### src/rtl/pulpino_fpga_pkg.sv
// Shared types and helpers for the PULPino FPGA board I/O and boot controller.
package pulpino_fpga_pkg;

  // Boot sequencer state encoding, kept as plain constants for legacy tools.
  typedef logic [1:0] boot_state_t;

  localparam boot_state_t HOLD     = 2'd0;
  localparam boot_state_t WAIT_REQ = 2'd1;
  localparam boot_state_t DELAY    = 2'd2;
  localparam boot_state_t RUN      = 2'd3;

  // Width of a counter that must hold values 0..max_count (at least 1 bit).
  function automatic int unsigned cnt_width(input int unsigned max_count);
    return (max_count == 0) ? 1 : $clog2(max_count + 1);
  endfunction

  // Larger of two parameters, used to size the shared boot counter.
  function automatic int unsigned max2(input int unsigned a, input int unsigned b);
    return (a > b) ? a : b;
  endfunction

endpackage

### src/rtl/pulpino_fpga_io_ctrl_if.sv
// Board-side bundle of the I/O controller: pins and switches in, core controls out.
interface pulpino_fpga_io_ctrl_if #(
  parameter int unsigned N_GPIO = 32
) ();

  logic              soft_rst_i;
  logic              fetch_req_i;
  logic [N_GPIO-1:0] gpio_pad_i;
  logic [N_GPIO-1:0] gpio_o;
  logic [N_GPIO-1:0] gpio_rise_o;
  logic              core_rst_n_o;
  logic              fetch_enable_o;
  logic              boot_done_o;

  // Board / stimulus side.
  modport master (
    output soft_rst_i, fetch_req_i, gpio_pad_i,
    input  gpio_o, gpio_rise_o, core_rst_n_o, fetch_enable_o, boot_done_o
  );

  // Controller side.
  modport slave (
    input  soft_rst_i, fetch_req_i, gpio_pad_i,
    output gpio_o, gpio_rise_o, core_rst_n_o, fetch_enable_o, boot_done_o
  );

endinterface

### src/rtl/gpio_debounce.sv
// One GPIO channel: async pad synchroniser, stability debounce, rising-edge pulse.
module gpio_debounce
  import pulpino_fpga_pkg::*;
#(
  parameter int unsigned SYNC_STAGES     = 2,
  parameter int unsigned DEBOUNCE_CYCLES = 1000
) (
  input  logic clk,
  input  logic rst,
  input  logic pad_i,
  output logic level_o,
  output logic rise_o
);

  logic [SYNC_STAGES-1:0] sync_q;
  logic                   synced;
  logic                   accept;
  logic                   level_q, level_d;
  logic                   rise_q, rise_d;

  // Synchroniser shift chain; the oldest stage feeds the debouncer.
  always_ff @(posedge clk) begin
    // NOTE: non-blocking assignments let every stage sample the previous stage's old value.
    if (rst) begin
      sync_q <= '0;
    end else begin
      sync_q <= {sync_q[SYNC_STAGES-2:0], pad_i};
    end
  end

  assign synced = sync_q[SYNC_STAGES-1];

  if (DEBOUNCE_CYCLES == 0) begin : g_bypass
    assign accept = (synced != level_q);
  end else begin : g_count
    localparam int unsigned    CNT_W = cnt_width(DEBOUNCE_CYCLES);
    localparam logic [CNT_W-1:0] TERM = CNT_W'(DEBOUNCE_CYCLES - 1);

    logic [CNT_W-1:0] cnt_q, cnt_d;
    logic             accept_c;

    // Count consecutive mismatching cycles; accept at terminal count, clear on any match.
    always_comb begin
      // NOTE: defaults first so every path assigns every output and no latch is inferred.
      accept_c = 1'b0;
      cnt_d    = '0;
      if (synced != level_q) begin
        if (cnt_q == TERM) begin
          accept_c = 1'b1;
        end else begin
          cnt_d = cnt_q + CNT_W'(1);
        end
      end
    end

    // Stability counter register.
    always_ff @(posedge clk) begin
      if (rst) begin
        cnt_q <= '0;
      end else begin
        cnt_q <= cnt_d;
      end
    end

    assign accept = accept_c;
  end

  assign level_d = accept ? synced : level_q;
  assign rise_d  = accept & synced;

  // Registered debounced level and its one-cycle rise pulse.
  always_ff @(posedge clk) begin
    if (rst) begin
      level_q <= 1'b0;
      rise_q  <= 1'b0;
    end else begin
      level_q <= level_d;
      rise_q  <= rise_d;
    end
  end

  assign level_o = level_q;
  assign rise_o  = rise_q;

endmodule

### src/rtl/pulpino_fpga_io_ctrl.sv
// PULPino FPGA board I/O controller: debounced GPIO into the core and the
// reset-release / fetch-enable boot sequence driven by the board fetch switch.
module pulpino_fpga_io_ctrl
  import pulpino_fpga_pkg::*;
#(
  parameter int unsigned N_GPIO          = 32,
  parameter int unsigned SYNC_STAGES     = 2,
  parameter int unsigned DEBOUNCE_CYCLES = 1000,
  parameter int unsigned RST_HOLD        = 16,
  parameter int unsigned FETCH_DELAY     = 64
) (
  input logic                  clk,
  input logic                  rst,
  pulpino_fpga_io_ctrl_if.slave io
);

  localparam int unsigned      CNT_MAX    = max2(RST_HOLD, FETCH_DELAY);
  localparam int unsigned      CNT_W      = cnt_width(CNT_MAX);
  localparam logic [CNT_W-1:0] CNT_SAT    = CNT_W'(CNT_MAX);
  localparam logic [CNT_W-1:0] HOLD_LAST  = CNT_W'(RST_HOLD - 1);
  localparam logic [CNT_W-1:0] DELAY_LAST = CNT_W'(FETCH_DELAY - 1);

  // ---------------------------------------------------------------- GPIO
  logic [N_GPIO-1:0] gpio_level;
  logic [N_GPIO-1:0] gpio_rise;

  for (genvar g = 0; g < N_GPIO; g++) begin : g_gpio
    gpio_debounce #(
      .SYNC_STAGES    (SYNC_STAGES),
      .DEBOUNCE_CYCLES(DEBOUNCE_CYCLES)
    ) u_debounce (
      .clk    (clk),
      .rst    (rst),
      .pad_i  (io.gpio_pad_i[g]),
      .level_o(gpio_level[g]),
      .rise_o (gpio_rise[g])
    );
  end

  assign io.gpio_o      = gpio_level;
  assign io.gpio_rise_o = gpio_rise;

  // ---------------------------------------------------------- fetch switch
  logic [SYNC_STAGES-1:0] req_sync_q;
  logic                   req_s;

  // Fetch request switch synchroniser (level signal, no debounce).
  always_ff @(posedge clk) begin
    if (rst) begin
      req_sync_q <= '0;
    end else begin
      req_sync_q <= {req_sync_q[SYNC_STAGES-2:0], io.fetch_req_i};
    end
  end

  assign req_s = req_sync_q[SYNC_STAGES-1];

  // ------------------------------------------------------------- boot FSM
  boot_state_t      state_q, state_d;
  logic [CNT_W-1:0] cnt_q, cnt_d, cnt_inc;
  logic             core_rst_n_q, core_rst_n_d;
  logic             fetch_en_q, fetch_en_d;
  logic             boot_done_q, boot_done_d;

  assign cnt_inc = (cnt_q == CNT_SAT) ? cnt_q : cnt_q + CNT_W'(1);

  // Next state and shared cycle counter; soft reset overrides every state.
  always_comb begin
    state_d = state_q;
    cnt_d   = cnt_inc;
    case (state_q)
      HOLD: begin
        if (cnt_q == HOLD_LAST) begin
          state_d = WAIT_REQ;
          cnt_d   = '0;
        end
      end
      WAIT_REQ: begin
        cnt_d = '0;
        if (req_s) begin
          state_d = (FETCH_DELAY == 0) ? RUN : DELAY;
        end
      end
      DELAY: begin
        if (!req_s) begin
          state_d = WAIT_REQ;
          cnt_d   = '0;
        end else if (cnt_q == DELAY_LAST) begin
          state_d = RUN;
          cnt_d   = '0;
        end
      end
      RUN: begin
        cnt_d = '0;
        if (!req_s) begin
          state_d = WAIT_REQ;
        end
      end
      default: begin
        state_d = HOLD;
        cnt_d   = '0;
      end
    endcase
    if (io.soft_rst_i) begin
      state_d = HOLD;
      cnt_d   = '0;
    end
  end

  // Outputs are registered from the next state so they change on the transition edge.
  always_comb begin
    core_rst_n_d = (state_d != HOLD);
    fetch_en_d   = (state_d == RUN);
    boot_done_d  = io.soft_rst_i ? 1'b0 : (boot_done_q | fetch_en_d);
  end

  // Boot sequencer state and registered core controls.
  always_ff @(posedge clk) begin
    if (rst) begin
      state_q      <= HOLD;
      cnt_q        <= '0;
      core_rst_n_q <= 1'b0;
      fetch_en_q   <= 1'b0;
      boot_done_q  <= 1'b0;
    end else begin
      state_q      <= state_d;
      cnt_q        <= cnt_d;
      core_rst_n_q <= core_rst_n_d;
      fetch_en_q   <= fetch_en_d;
      boot_done_q  <= boot_done_d;
    end
  end

  assign io.core_rst_n_o   = core_rst_n_q;
  assign io.fetch_enable_o = fetch_en_q;
  assign io.boot_done_o    = boot_done_q;

endmodule

### src/flat_wrapper.sv
// flat-port wrapper written by rule: the top's interface ports become plain ports
module pulpino_fpga_io_ctrl_flat import pulpino_fpga_pkg::*;
#(
  parameter int unsigned N_GPIO          = 32,
  parameter int unsigned SYNC_STAGES     = 2,
  parameter int unsigned DEBOUNCE_CYCLES = 1000,
  parameter int unsigned RST_HOLD        = 16,
  parameter int unsigned FETCH_DELAY     = 64
)
  (clk, rst, io_soft_rst_i, io_fetch_req_i, io_gpio_pad_i, io_gpio_o, io_gpio_rise_o, io_core_rst_n_o, io_fetch_enable_o, io_boot_done_o);
  pulpino_fpga_io_ctrl_if #(.N_GPIO(N_GPIO)) io_i ();
  input logic clk;
  input logic rst;
  input wire logic [$bits(io_i.soft_rst_i)-1:0] io_soft_rst_i;
  input wire logic [$bits(io_i.fetch_req_i)-1:0] io_fetch_req_i;
  input wire logic [$bits(io_i.gpio_pad_i)-1:0] io_gpio_pad_i;
  output wire logic [$bits(io_i.gpio_o)-1:0] io_gpio_o;
  output wire logic [$bits(io_i.gpio_rise_o)-1:0] io_gpio_rise_o;
  output wire logic [$bits(io_i.core_rst_n_o)-1:0] io_core_rst_n_o;
  output wire logic [$bits(io_i.fetch_enable_o)-1:0] io_fetch_enable_o;
  output wire logic [$bits(io_i.boot_done_o)-1:0] io_boot_done_o;
  assign io_i.soft_rst_i = io_soft_rst_i;
  assign io_i.fetch_req_i = io_fetch_req_i;
  assign io_i.gpio_pad_i = io_gpio_pad_i;
  assign io_gpio_o = io_i.gpio_o;
  assign io_gpio_rise_o = io_i.gpio_rise_o;
  assign io_core_rst_n_o = io_i.core_rst_n_o;
  assign io_fetch_enable_o = io_i.fetch_enable_o;
  assign io_boot_done_o = io_i.boot_done_o;
  pulpino_fpga_io_ctrl #(.N_GPIO(N_GPIO), .SYNC_STAGES(SYNC_STAGES), .DEBOUNCE_CYCLES(DEBOUNCE_CYCLES), .RST_HOLD(RST_HOLD), .FETCH_DELAY(FETCH_DELAY)) u_core (.clk(clk), .rst(rst), .io(io_i));
endmodule
### config.mk
export PLATFORM = sky130hd
export DESIGN_NAME = pulpino_fpga_io_ctrl_flat
export DESIGN_NICKNAME = d
export VERILOG_FILES = /design/src/rtl/pulpino_fpga_pkg.sv /design/src/rtl/pulpino_fpga_io_ctrl_if.sv /design/src/rtl/gpio_debounce.sv /design/src/rtl/pulpino_fpga_io_ctrl.sv /design/src/flat_wrapper.sv
export SDC_FILE = /design/constraint.sdc
export NUM_CORES = 1
export LEC_CHECK = 0
export ABC_CLOCK_PERIOD_IN_PS = 2930
export BUFFER_PORTS_ARGS = -buffer_cell sky130_fd_sc_hd__buf_2
export CAP_MARGIN = 15
export CORE_MARGIN = 4
export CORE_UTILIZATION = 50
export DETAILED_ROUTE_END_ITERATION = 10
export GPL_TIMING_DRIVEN = 0
export PLACE_DENSITY = 0.78
export SLEW_MARGIN = 20
export SYNTH_ARGS = -nofsm -noshare
export SYNTH_HDL_FRONTEND = slang
export SYNTH_SLANG_ARGS = --single-unit
### constraint.sdc
create_clock -name clk -period 2.93 [get_ports clk]
set_input_delay 0 -clock clk [delete_from_list [all_inputs] [get_ports clk]]
set_output_delay 0 -clock clk [all_outputs]
set_load 0.03 [all_outputs]
==> impl_metrics.yaml <==
placement:
  gp_congestion: 0.839
  port_buffers: 102
  dp.final_hpwl_microns: 25100
  place_area_sq_um: 19600
setup_path:
  r2r-end: "u_core.cnt_q[5]$_SDFF_PP0_"
  reg2reg_from: "u_core.cnt_q[0]$_SDFF_PP0_"
  cp.arrival_ps: 2590
  cp-start-kind: "input port"
  critPathLaunch: "rst"
  endpoint: "u_core.g_gpio[28].u_debounce.level_o$_SDFFE_PP0P_"
  worst-setup-path-type: "in2reg"
  r2r_cells: 5
  endpoint_kind: "flip-flop"
  r2r_setup_slack_ps: 990
  crit_fanout: 10
  required_ps: 3340
die:
  initial_core_util_pct: 50.6
  ios: 103
  core_sq_um: 36600
  die_w_microns: 201
  row_count: 70
  dieArea_sq_um: 40200
  die_height_microns: 201
sta:
  max_freq_mhz: 458
  post-route-period-util_pct: 74.5
  min_period_ps: 2180
  tns_ps: 0
  finalHoldViolCount: 0
  drv_slew: 0
  worst_pin_slew_ps: 1060
  slew_headroom_pct: 29.3
  fin_worst_skew_ps: 19.5
  rsz0062_at_grt: "no"
  setup_viol: 0
drt:
  num_vias: 13700
  first_pass_iters: 5
  drc_errors: 0
  ant_nets: 0
  wl_per_cell_microns: 13.5
  wl_met1_microns: 16700
  first_iter_violations: 598
  met2WireLength_microns: 17300
  top_layer: "met4"
  viasPerCell: 5.01
  totalWireLength_microns: 36800
  route.met3.wl_microns: 1550
clock_network:
  cts_tree: "yes"
  cts_resized: 0
  numCtsBuffers: 48
  insertion_delay_ps: 560
  cts_hold_buf: 35
  clkTransAtPathRegs_ps: 60
  htreeDepth: 2
  cts-root-to-sink-buffers: 3
  cts_sinks: 462
  cts_setup_buffers: 0
  root_buffer: "clkbuf_16"
yosys:
  synth_most_common_cell: "dfxtp_1"
  synth_top_area_share_pct: 49.9
  syn_avg_cell_area_sq_um: 9.11
  synth_compound_area_share_pct: 0.338
  synth_edf_count: 0
  synth_seq_cells: 462
  ys.flop_type: "dfxtp_1"
  synth_mux_area_share_pct: 1.78
  synth.largest_area_cell: "dfxtp_1"
  netlist_top_cells_area: "dfxtp_1 50%, xnor2_1 10%, nor2_1 8.8%, xor2_1 3.9%, nor3_1 3.1%"
  synth_xor_area_share_pct: 13.8
  synth_top_family_by_area: "simple AND/OR/NAND/NOR gates"
  synth-adder-area-share_pct: 2.30
  syn_inst: 2035
  synth.net_count: 2105
  netlist_top_cells_count: "462 x dfxtp_1, 433 x nor2_1, 211 x xnor2_1, 132 x nand2_1, 115 x nor3_1"
  synthSimpleGateAreaFrac_pct: 27.1
  synth_area_sq_um: 18500
  async_flop_share_pct: 0
  ys_seq_area_share_pct: 49.9
  synth_cell_type_count: 41
  yosysWarnings: 0
finish:
  fin_nets: 2292
  diodes: 0
  area_growth_pct: 17.4
  design_area_sq_um: 21800
  fin_util_pct: 59.4
  drive_above_1_share_pct: 13.6
global_route:
  grt_usage_pct: 18.0
  antenna_found_initial: 0
  grt_pass1_vias: 13400
  grt_pass1_wl_microns: 62300
  grt_max_degree: 16
  grt-ovfl-total: 0
min_path:
  hold_depth: 3
  hp-class: "in2reg"
pwr:
  power.density_nw_per_um2: 613
  ir_worst_vdd_v: 0.000494
  p_leak_uw: 0.00755
  power_uw: 13300
job:
  maxCapViolCount: 0
status:
  status: "finished clean"
[layout make-up]
type / count / area (sq um)
inverters: 40 / 150
repair buffers: 137 / 861
clock buffers: 62 / 1370
fillers: 3074 / 14800
clock inverters: 26 / 417
plain buffers: 115 / 721
well taps: 468 / 586
flip-flops and latches: 462 / 9250
multi-input cells: 1418 / 8410
[stage by stage]
stage	instances	hold slack (ps)	worst slack (ps)
after floorplan	2035	71.0	1220
after global placement	2605	208	732
after detailed placement	2605	213	686
after CTS	2728	159	720
after global routing	2728	196	601
final	2728	183	746
[worst min path at each step]
stage	start	end	slack (ps)
2_1_floorplan	io_soft_rst_i	u_core.io.fetch_enable_o$_SDFF_PP0_	70
3_3_place_gp	io_gpio_pad_i[2]	u_core.g_gpio[2].u_debounce.sync_q[0]$_SDFF_PP0_	210
3_5_place_dp	io_gpio_pad_i[11]	u_core.g_gpio[11].u_debounce.sync_q[0]$_SDFF_PP0_	210
4_1_cts	io_gpio_pad_i[5]	u_core.g_gpio[5].u_debounce.sync_q[0]$_SDFF_PP0_	160
5_1_grt	io_gpio_pad_i[10]	u_core.g_gpio[10].u_debounce.sync_q[0]$_SDFF_PP0_	200
6_report	io_gpio_pad_i[25]	u_core.g_gpio[25].u_debounce.sync_q[0]$_SDFF_PP0_	180
[sequential cells by signal, indices dropped and copies added, names as in the netlist]
register	flops
u_core.cnt_q	7
u_core.g_gpio.u_debounce.g_count.cnt_q	320
u_core.g_gpio.u_debounce.level_o	32
u_core.g_gpio.u_debounce.rise_o	32
u_core.g_gpio.u_debounce.sync_q	64
u_core.io.boot_done_o	1
u_core.io.core_rst_n_o	1
u_core.io.fetch_enable_o	1
u_core.req_sync_q	2
u_core.state_q	2
[placed cells by master (no fill, tap or decap), drive strengths merged]
master       netlist  routed
a2111oi            1       1
a211oi             1       1
a21oi              2       2
a221o              1       1
a32oi              1       1
and2              10      10
and2b              1       1
and3              21      21
buf               95     197
bufinv             0      10
clkbuf            20      82
clkinv             0       8
clkinvlp           0       4
dfxtp            462     462
dlygate4sd3        0      35
ha                34      34
inv               40      44
mux2i             33      33
nand2            138     138
nand2b            18      18
nand3             96      96
nand4             43      43
nand4b            18      18
nor2             433     433
nor2b             68      68
nor3             115     115
nor3b              1       1
nor4              29      29
nor4b             10      10
o21ai              2       2
or2                5       5
or3               19      19
or3b              14      14
or4                9       9
or4b               2       2
xnor2            211     211
xor2              82      82
[where the power goes]
group | internal [uW] | switching [uW] | leakage (uW)
Sequential | 6340 | 33.9 | 0.00374
Combinational | 115 | 155 | 0.00295
Clock | 4190 | 2510 | 0.000865
[metal layers]
layer  GRT usage (%)  vias to the layer above
met5               0                        -
met4            6.24                        0
met3            3.15                       88
met2            31.1                      250
met1            22.9                     6339
li1                -                     7001
[logic make-up (layout without fill, tap and decap cells)]
family          count (synthesis)  count (layout)
mux                            33              33
compound gates                  8               8
flops                         462             462
simple gates                 1050            1050
buf+inv                       155             380
fa+ha+maj                      34              34
xor+xnor                      293             293
[worst max-delay path, cell delays in order]
cell	delay, ps
dlygate4sd3_1	520
buf_2	260
buf_2	330
buf_2	250
buf_2	330
buf_1	760
nor2_1	130
Note: power is estimated with default switching activity, not from simulation.
